**config.mk**
```make
export PLATFORM = sky130hd
export DESIGN_NAME = ram_arbiter
export DESIGN_NICKNAME = d
export VERILOG_FILES = /design/src/rtl/ram_arbiter_pkg.sv /design/src/rtl/rr_arb2.sv /design/src/rtl/simple_dual_ram.sv /design/src/rtl/ram_arbiter.sv
export SDC_FILE = /design/constraint.sdc
export NUM_CORES = 2
export LEC_CHECK = 0
export BUFFER_PORTS_ARGS = -buffer_cell sky130_fd_sc_hd__buf_2
export CORE_AREA = 2 2 393 395
export CTS_CLUSTER_SIZE = 20
export DETAILED_ROUTE_END_ITERATION = 7
export DIE_AREA = 0 0 395 397
export PLACE_DENSITY = 0.71
export RECOVER_POWER = 100
export SYNTH_ARGS = -nofsm -noshare
export SYNTH_HDL_FRONTEND = slang
export SYNTH_SLANG_ARGS = --single-unit
```
**constraint.sdc**
```tcl
create_clock -name clk -period 6.39 [get_ports clk]
set_input_delay 0.9585 -clock clk [delete_from_list [all_inputs] [get_ports clk]]
set_output_delay 0.9585 -clock clk [all_outputs]
set_load 0.01 [all_outputs]
```
**src/rtl/ram_arbiter_pkg.sv**
```systemverilog
// Shared client definitions for the RAM arbiter.
// Two clients, selected by a one-bit tag.
package ram_arbiter_pkg;

    localparam int NUM_CLIENTS = 2;

    typedef enum logic {
        CLIENT0 = 1'b0,
        CLIENT1 = 1'b1
    } client_e;

endpackage

```
**src/rtl/rr_arb2.sv**
```systemverilog
// Two-client round-robin arbiter.
// sel is the would-be winner; en can veto the grant.
module rr_arb2
    import ram_arbiter_pkg::*;
(
    input  logic                   clk,
    input  logic                   rst_n,
    input  logic [NUM_CLIENTS-1:0] req,
    input  logic                   en,
    output logic [NUM_CLIENTS-1:0] gnt,
    output client_e                sel
);

    client_e last;

    // Pick the winner: sole requester, else the one not last granted
    always_comb begin
        sel = CLIENT0;
        case (req)
            2'b01:   sel = CLIENT0;
            2'b10:   sel = CLIENT1;
            2'b11:   sel = (last == CLIENT1) ? CLIENT0 : CLIENT1;
            default: sel = CLIENT0;
        endcase
    end

    // Grant only when someone asks and the caller allows it
    always_comb begin
        gnt = '0;
        if (en && (req != '0)) begin
            gnt = (sel == CLIENT1) ? 2'b10 : 2'b01;
        end
    end

    // Remember the last granted client; starts as client 1
    always_ff @(posedge clk or negedge rst_n) begin
        if (!rst_n) begin
            last <= CLIENT1;
        end else if (gnt != '0) begin
            last <= sel;
        end
    end

endmodule

```
**src/rtl/simple_dual_ram.sv**
```systemverilog
// Simple dual-port RAM: one write port, one read port.
// Read data is registered, valid the cycle after the address.
module simple_dual_ram #(
    parameter int SIZE  = 8,
    parameter int DEPTH = 256,
    parameter int AW    = $clog2(DEPTH)
) (
    input  logic            wclk,
    input  logic            we,
    input  logic [AW-1:0]   waddr,
    input  logic [SIZE-1:0] wdata,
    input  logic            rclk,
    input  logic [AW-1:0]   raddr,
    output logic [SIZE-1:0] rdata
);

    logic [SIZE-1:0] mem [DEPTH];

    // Write port: store on the edge when enabled
    always_ff @(posedge wclk) begin
        if (we) begin
            mem[waddr] <= wdata;
        end
    end

    // Read port: register the addressed word every cycle
    always_ff @(posedge rclk) begin
        rdata <= mem[raddr];
    end

endmodule

```
**src/rtl/ram_arbiter.sv**
```systemverilog
// Two clients sharing one simple dual-port RAM.
// Write and read ports each have their own round-robin arbiter.
module ram_arbiter
    import ram_arbiter_pkg::*;
#(
    parameter  int SIZE  = 8,
    parameter  int DEPTH = 256,
    localparam int AW    = $clog2(DEPTH)
) (
    input  logic            clk,
    input  logic            rst_n,
    input  logic            c0_wvalid,
    input  logic [AW-1:0]   c0_waddr,
    input  logic [SIZE-1:0] c0_wdata,
    output logic            c0_wready,
    input  logic            c0_rvalid_req,
    input  logic [AW-1:0]   c0_raddr,
    output logic            c0_rready,
    output logic            c0_rvalid,
    output logic [SIZE-1:0] c0_rdata,
    input  logic            c1_wvalid,
    input  logic [AW-1:0]   c1_waddr,
    input  logic [SIZE-1:0] c1_wdata,
    output logic            c1_wready,
    input  logic            c1_rvalid_req,
    input  logic [AW-1:0]   c1_raddr,
    output logic            c1_rready,
    output logic            c1_rvalid,
    output logic [SIZE-1:0] c1_rdata
);

    logic [NUM_CLIENTS-1:0] wreq;
    logic [NUM_CLIENTS-1:0] rreq;
    logic [NUM_CLIENTS-1:0] wgnt;
    logic [NUM_CLIENTS-1:0] rgnt;
    client_e                wsel;
    client_e                rsel;
    logic                   ram_we;
    logic [AW-1:0]          ram_waddr;
    logic [SIZE-1:0]        ram_wdata;
    logic [AW-1:0]          ram_raddr;
    logic [SIZE-1:0]        ram_rdata;
    logic                   hazard;
    logic                   pend_valid;
    client_e                pend_tag;

    // Requests are masked during reset so nothing is granted
    assign wreq = {c1_wvalid, c0_wvalid} & {2{rst_n}};
    assign rreq = {c1_rvalid_req, c0_rvalid_req} & {2{rst_n}};

    rr_arb2 u_warb (
        .clk   (clk),
        .rst_n (rst_n),
        .req   (wreq),
        .en    (1'b1),
        .gnt   (wgnt),
        .sel   (wsel)
    );

    assign ram_we    = |wgnt;
    assign ram_waddr = (wsel == CLIENT1) ? c1_waddr : c0_waddr;
    assign ram_wdata = (wsel == CLIENT1) ? c1_wdata : c0_wdata;
    assign ram_raddr = (rsel == CLIENT1) ? c1_raddr : c0_raddr;

    // A read colliding with this cycle's write waits a cycle
    assign hazard = ram_we && (ram_raddr == ram_waddr);

    rr_arb2 u_rarb (
        .clk   (clk),
        .rst_n (rst_n),
        .req   (rreq),
        .en    (!hazard),
        .gnt   (rgnt),
        .sel   (rsel)
    );

    assign c0_wready = wgnt[0];
    assign c1_wready = wgnt[1];
    assign c0_rready = rgnt[0];
    assign c1_rready = rgnt[1];

    simple_dual_ram #(
        .SIZE  (SIZE),
        .DEPTH (DEPTH),
        .AW    (AW)
    ) u_ram (
        .wclk  (clk),
        .we    (ram_we),
        .waddr (ram_waddr),
        .wdata (ram_wdata),
        .rclk  (clk),
        .raddr (ram_raddr),
        .rdata (ram_rdata)
    );

    // Track which client owns the read data arriving next cycle
    always_ff @(posedge clk or negedge rst_n) begin
        if (!rst_n) begin
            pend_valid <= 1'b0;
            pend_tag   <= CLIENT0;
        end else begin
            pend_valid <= |rgnt;
            pend_tag   <= rsel;
        end
    end

    assign c0_rvalid = pend_valid && (pend_tag == CLIENT0);
    assign c1_rvalid = pend_valid && (pend_tag == CLIENT1);
    assign c0_rdata  = ram_rdata;
    assign c1_rdata  = ram_rdata;

endmodule
```
## Word-level counts from Yosys, hierarchy flattened

Memories as Yosys holds them, arrays and structs flattened. A register that Yosys moved wholly into a read port is not among the register bits.
Index checks and enable logic that the tools add are counted.

- Equal/unequal tests: 5
- Multiplexer cells: 13
- Bitwise operators: 3
- Reduce and logical (&&, ||, !) cells: 11

Operator list:

| cell | count |
|---|---|
| $mux 8 | 3 |
| $eq 2x2->1 const B | 4 |
| $eq 8x8->1 | 1 |
| $mux 2 | 4 |
| $reduce_bool 2->1 | 4 |
| $and 2x2->2 | 2 |
| $logic_and 1x1->1 | 4 |
| $mux 1 | 4 |
| $pmux 1 s2 | 2 |
| $reduce_or 2->1 | 2 |
| $logic_not 1->1 | 1 |
| $not 1->1 | 1 |

- Bits in registers: 4
- RAM bits: 2,048
- Input port bits: 54
- Output and inout port bits: 22
- Word-level logic and storage cells: 37
- Memories: 1

Memory list:

| name | words | width | rd ports | clocked after memory_dff | wr ports | line | source |
|---|---|---|---|---|---|---|---|
| u_ram.mem | 256 | 8 | 1 | 1 | 1 | simple_dual_ram.sv:17 | `logic [SIZE-1:0] mem [DEPTH];` |

## Logic depth before layout (Yosys ltp)

- Depth after elaboration: 11
- Mapped depth: 16
- Gate-level depth less buffers: 10

## By module

Synthesis repeated with hierarchy kept, for this count alone.

- Cells, all modules: 3,809
- Area, all modules: 80,270.7 um^2

By module, submodules not included:

| module | instances | cells an instance | area an instance (um^2) |
|---|---|---|---|
| simple_dual_ram | 1 | 3,733 | 79,556.3 |
| ram_arbiter | 1 | 60 | 579.3 |
| rr_arb2 | 2 | 8 | 67.6 |

## Least setup slack after synthesis

OpenSTA, ideal clock, no wires.

- Path kind: in2reg
- Start: input port c0_wvalid
- End: memory u_ram.mem[0][0] (data pin)
- Arrival time: 4,894 ps
- Data required time: 5,568 ps
- Slack: 674 ps
- Cell stages on the path: 6
- Buffers on the path: 2
- Cells stage by stage: nand2_1 -> nand3_1 -> clkbuf_1 -> clkbuf_1 -> nand2_1 -> nand2_1

- Word-level cells in the longest chain between the ends: 4
- Elaborated cells between the ends (all ways): 5
- Those cells by class: eq/ne: 2; mux: 2; bitwise: 1

Ends and longest elaborated chain:

| item | line | source |
|---|---|---|
| from (decl) | ram_arbiter.sv:12 | `input logic c0_wvalid,` |
| $and 2x2->2 (*) | ram_arbiter.sv:48 | `assign wreq = {c1_wvalid, c0_wvalid} & {2{rst_n}};` |
| $eq 2x2->1 | rr_arb2.sv:19 | `case (req)` |
| $pmux 1 s2 (*) | rr_arb2.sv:19 |  |
| $mux 8 (*) | ram_arbiter.sv:62 | `assign ram_wdata = (wsel == CLIENT1) ? c1_wdata : c0_wdata;` |
| via ram_wdata[0] | ram_arbiter.sv:40 | `logic [SIZE-1:0] ram_wdata;` |
| to (decl) | simple_dual_ram.sv:17 |  |

The timed path passes the listed nets; every way through them passes the cells marked *.

## Final worst setup path

- Start: register u_warb.last
- End: memory u_ram.mem[107][1], enable pin

- Word-level cells in the longest chain between the ends: 7
- Elaborated cells between the ends (all ways): 8
- Those cells by class: mux: 7; reduce/logical: 1

Ends and longest elaborated chain:

| item | line | source |
|---|---|---|
| from (decl) | rr_arb2.sv:14 | `client_e last;` |
| from (signal assigned) | rr_arb2.sv:40 | `last <= sel;` |
| $mux 1 (*) | rr_arb2.sv:22 | `2'b11: sel = (last == CLIENT1) ? CLIENT0 : CLIENT1;` |
| $pmux 1 s2 (*) | rr_arb2.sv:19 |  |
| $mux 2 | rr_arb2.sv:31 | `gnt = (sel == CLIENT1) ? 2'b10 : 2'b01;` |
| $mux 2 | rr_arb2.sv:30 | `if (en && (req != '0)) begin` |
| $reduce_or 2->1 | ram_arbiter.sv:60 | `assign ram_we = \|wgnt;` |
| $mux 1 | simple_dual_ram.sv:21 | `if (we) begin` |
| $mux 1 (implied by the code) | simple_dual_ram.sv:22 | `mem[waddr] <= wdata;` |

Mark *: on every way between the ends. The rest lies on a longest branch, timed or not.

==> metrics <==
status finished, violations left; failing checks capacitance limit, slew limit; Post-Route WL 251000 um; period utilization 0.992; Slew HR -1.18; Final Max Tran Viols 1256; setup_tns 0 ns; RR Startpoint u_warb.last$_DFFE_PN1P_; Clock Sink Count 2060; fin crit period 6.34 ns; Synth top cells by count 2048 x edfxtp_1, 567 x nand2_1, 309 x nor2_1; clock buffer depth 3; Placeable Area 0.153 mm2; Core Util, Final 0.603; sequential share of the synthesized area 0.742; HPWL Detailed 151000 um; Synth Net Count 5103; CTS buffer count 192; starting density of the core 0.544; DRC 0; crit path to u_ram.mem[107][1]$_DFFE_PP_; Layout area overhead 10.8%; Slew @ Worst Pin 3.27 ns; GRT Util Overall 0.316; clock root buffer master clkbuf_16; Netlist cell types 94; Mapped Area 0.0833 mm2; first-pass detailed-route iteration total 8; Fin. Hold Viols 0; cell row count 144; synth top area cells edfxtp_1 74%, mux4_2 6.1%, nand2_1 2.6%; Initial DRC Count 8697; Syn Inst Count 5049; GR Overflow Total 0; critical path type flop to flop; post-synthesis sequential element count 2060; Worst-path clk slew 0.06 ns; Peak VDD IR 266 uV; share of the synthesized area in the top cell type 0.739; Synth Area per Inst 16.5 um2; Setup crit end kind flop; Vias 50755; Antenna Nets Post-Route 0; Peak Freq 158 MHz; vias in the first global route 47922; Die W 395 um; Leakage 29.6 nW; first-pass GRT wire length 352000 um; Final #Nets 5198; EDFF count, synth 2048; ys async rst share 0.00194; count leader, synth edfxtp_1; GPL Wtd Cong 0.967; CP max FO 43; Pwr per Cell Area 321 mW/mm2; Reg2Reg Depth 6; Skew-Pair Late Insertion Delay 0.86 ns; chip height 397 um; CTS tree done; maxcap violations 27; Crit. Startpoint u_warb.last$_DFFE_PN1P_; share of cells above drive strength 1 0.150; Post-CTS Setup Bufs 0; Critical Path Source Type flop; Routed wire per std cell 34.1 um; RSZ-0062 raised after global routing false; Final setup viols 0; worst hold path type input port to asynchronous set/reset pin; reg2reg setup slack 0.05 ns; yosys synthesis warning count 0; post-synth top area cell edfxtp_1; Crit path arrival time 6.79 ns; H-tree depth 4; initial antenna violation count 8; worst endpoint required time 6.84 ns; RR Endpoint u_ram.mem[107][1]$_DFFE_PP_; Port-buffer cells 75; Top FF cell, synth edfxtp_1; area of the die 0.157 mm2; largest net degree at the start of global routing 156; Ports 76; Worst Skew 0.0378 ns; via/cell ratio 6.90
[worst min path at each step]
stage | startpoint | endpoint | slack, ns | depth (start not counted)
after detailed placement | u_warb.last$_DFFE_PN1P_ | u_warb.last$_DFFE_PN1P_ | 0.51 | 2
after global placement | u_warb.last$_DFFE_PN1P_ | u_warb.last$_DFFE_PN1P_ | 0.50 | 2
after CTS | rst_n | pend_tag$_DFF_PN0_ | 0.43 | 2
after global routing | rst_n | pend_tag$_DFF_PN0_ | 0.51 | 2
final | rst_n | pend_tag$_DFF_PN0_ | 0.51 | 2
after floorplan | u_warb.last$_DFFE_PN1P_ | u_warb.last$_DFFE_PN1P_ | 0.48 | 2
[repair_timing]
action                                  CTS  global route
endpoints found under the setup margin    0             0
gates resized for setup                   0             0
endpoints found under the hold margin     1             0
hold buffers                              1             0
[kinds of logic (layout without fill, tap and decap cells)]
| kind of cell | after synthesis | count (layout) | share of synthesized area |
|---|---|---|---|
| other cells | 0 | 10 | 0 |
| buf+inv | 357 | 614 | 0.0256 |
| flops | 2060 | 2060 | 0.742 |
| mux | 475 | 475 | 0.0930 |
| compound gates | 823 | 823 | 0.0670 |
| simple gates | 1326 | 1326 | 0.0717 |
| xor+xnor | 8 | 8 | 0.000842 |
[critical path: stages (launching register included)]
cell and delay [ns]:
dfstp_2 0.37, nand2_1 0.50, nand3_1 0.19, buf_4 0.34, o21ai_0 2.19, nand2_1 1.17, nor2_1 1.14
[metal layers]
layer  routed length, um  track usage  vias to the layer above
li1                    -            -                    20245
met1               89600        0.432                    25654
met2              108000        0.448                     4121
met3               39700        0.121                      721
met4               13700        0.151                       14
met5                  84            0                        -
[cells in the final DEF, fill, tap and decap left out, drive strengths merged, types with 7 or more instances in the layout]
cell and instances:
a2111oi 24, a211oi 91, a21oi 205, a221oi 18, a22oi 27, a2bb2oi 14
a311o 19, a311oi 35, a31oi 37, and2 12, and3 84, buf 179
bufinv 22, clkbuf 314, clkinv 73, clkinvlp 7, dfxtp 8, diode 10
edfxtp 2048, inv 18, mux2 46, mux2i 197, mux4 232, nand2 570
nand2b 25, nand3 159, nand3b 8, nand4 17, nor2 312, nor3 50
nor4 27, o211ai 23, o21ai 141, o221ai 49, o22ai 58, o31ai 11
o32ai 7, or2 17, or3 18, xnor2 8
[through the flow]
stage | setup WS, ns | power (W) | hold WS [ns] | cell area [um2] | std cells
after floorplan | 0.674 | 0.0171 | 0.482 | 83300 | 5049
after global placement | 0.852 | 0.0181 | 0.497 | 86200 | 6993
after detailed placement | 0.762 | 0.0181 | 0.506 | 86200 | 6993
after CTS | 0.692 | 0.0295 | 0.435 | 92600 | 7350
after global routing | 0.304 | 0.0301 | 0.507 | 92300 | 7350
final | 0.0513 | 0.0296 | 0.514 | 92300 | 7360
[report_power, final]
part           total (W)  internal (W)  switching [W]
clock network     0.0116       0.00663        0.00501
logic            0.00280      0.000780        0.00202
registers         0.0151        0.0151      0.0000505
[flip-flops by register name, summed over array words and instances (netlist names)]
name and count:
u_ram.rdata 8, pend_tag 1, pend_valid 1, u_rarb.last 1
u_warb.last 1, u_ram.mem 2048
[layout make-up]
| type | count | area (um2) |
|---|---|---|
| diodes | 10 | 25.0 |
| clock buffers | 249 | 5200 |
| clock inverters | 107 | 1180 |
| fillers | 10877 | 60700 |
| inverters | 13 | 48.8 |
| multi-input cells | 2632 | 19500 |
| flip-flops and latches | 2060 | 61800 |
| well taps | 2044 | 2560 |
| repair buffers | 245 | 2000 |
Note: power is estimated with default switching activity, not from simulation.
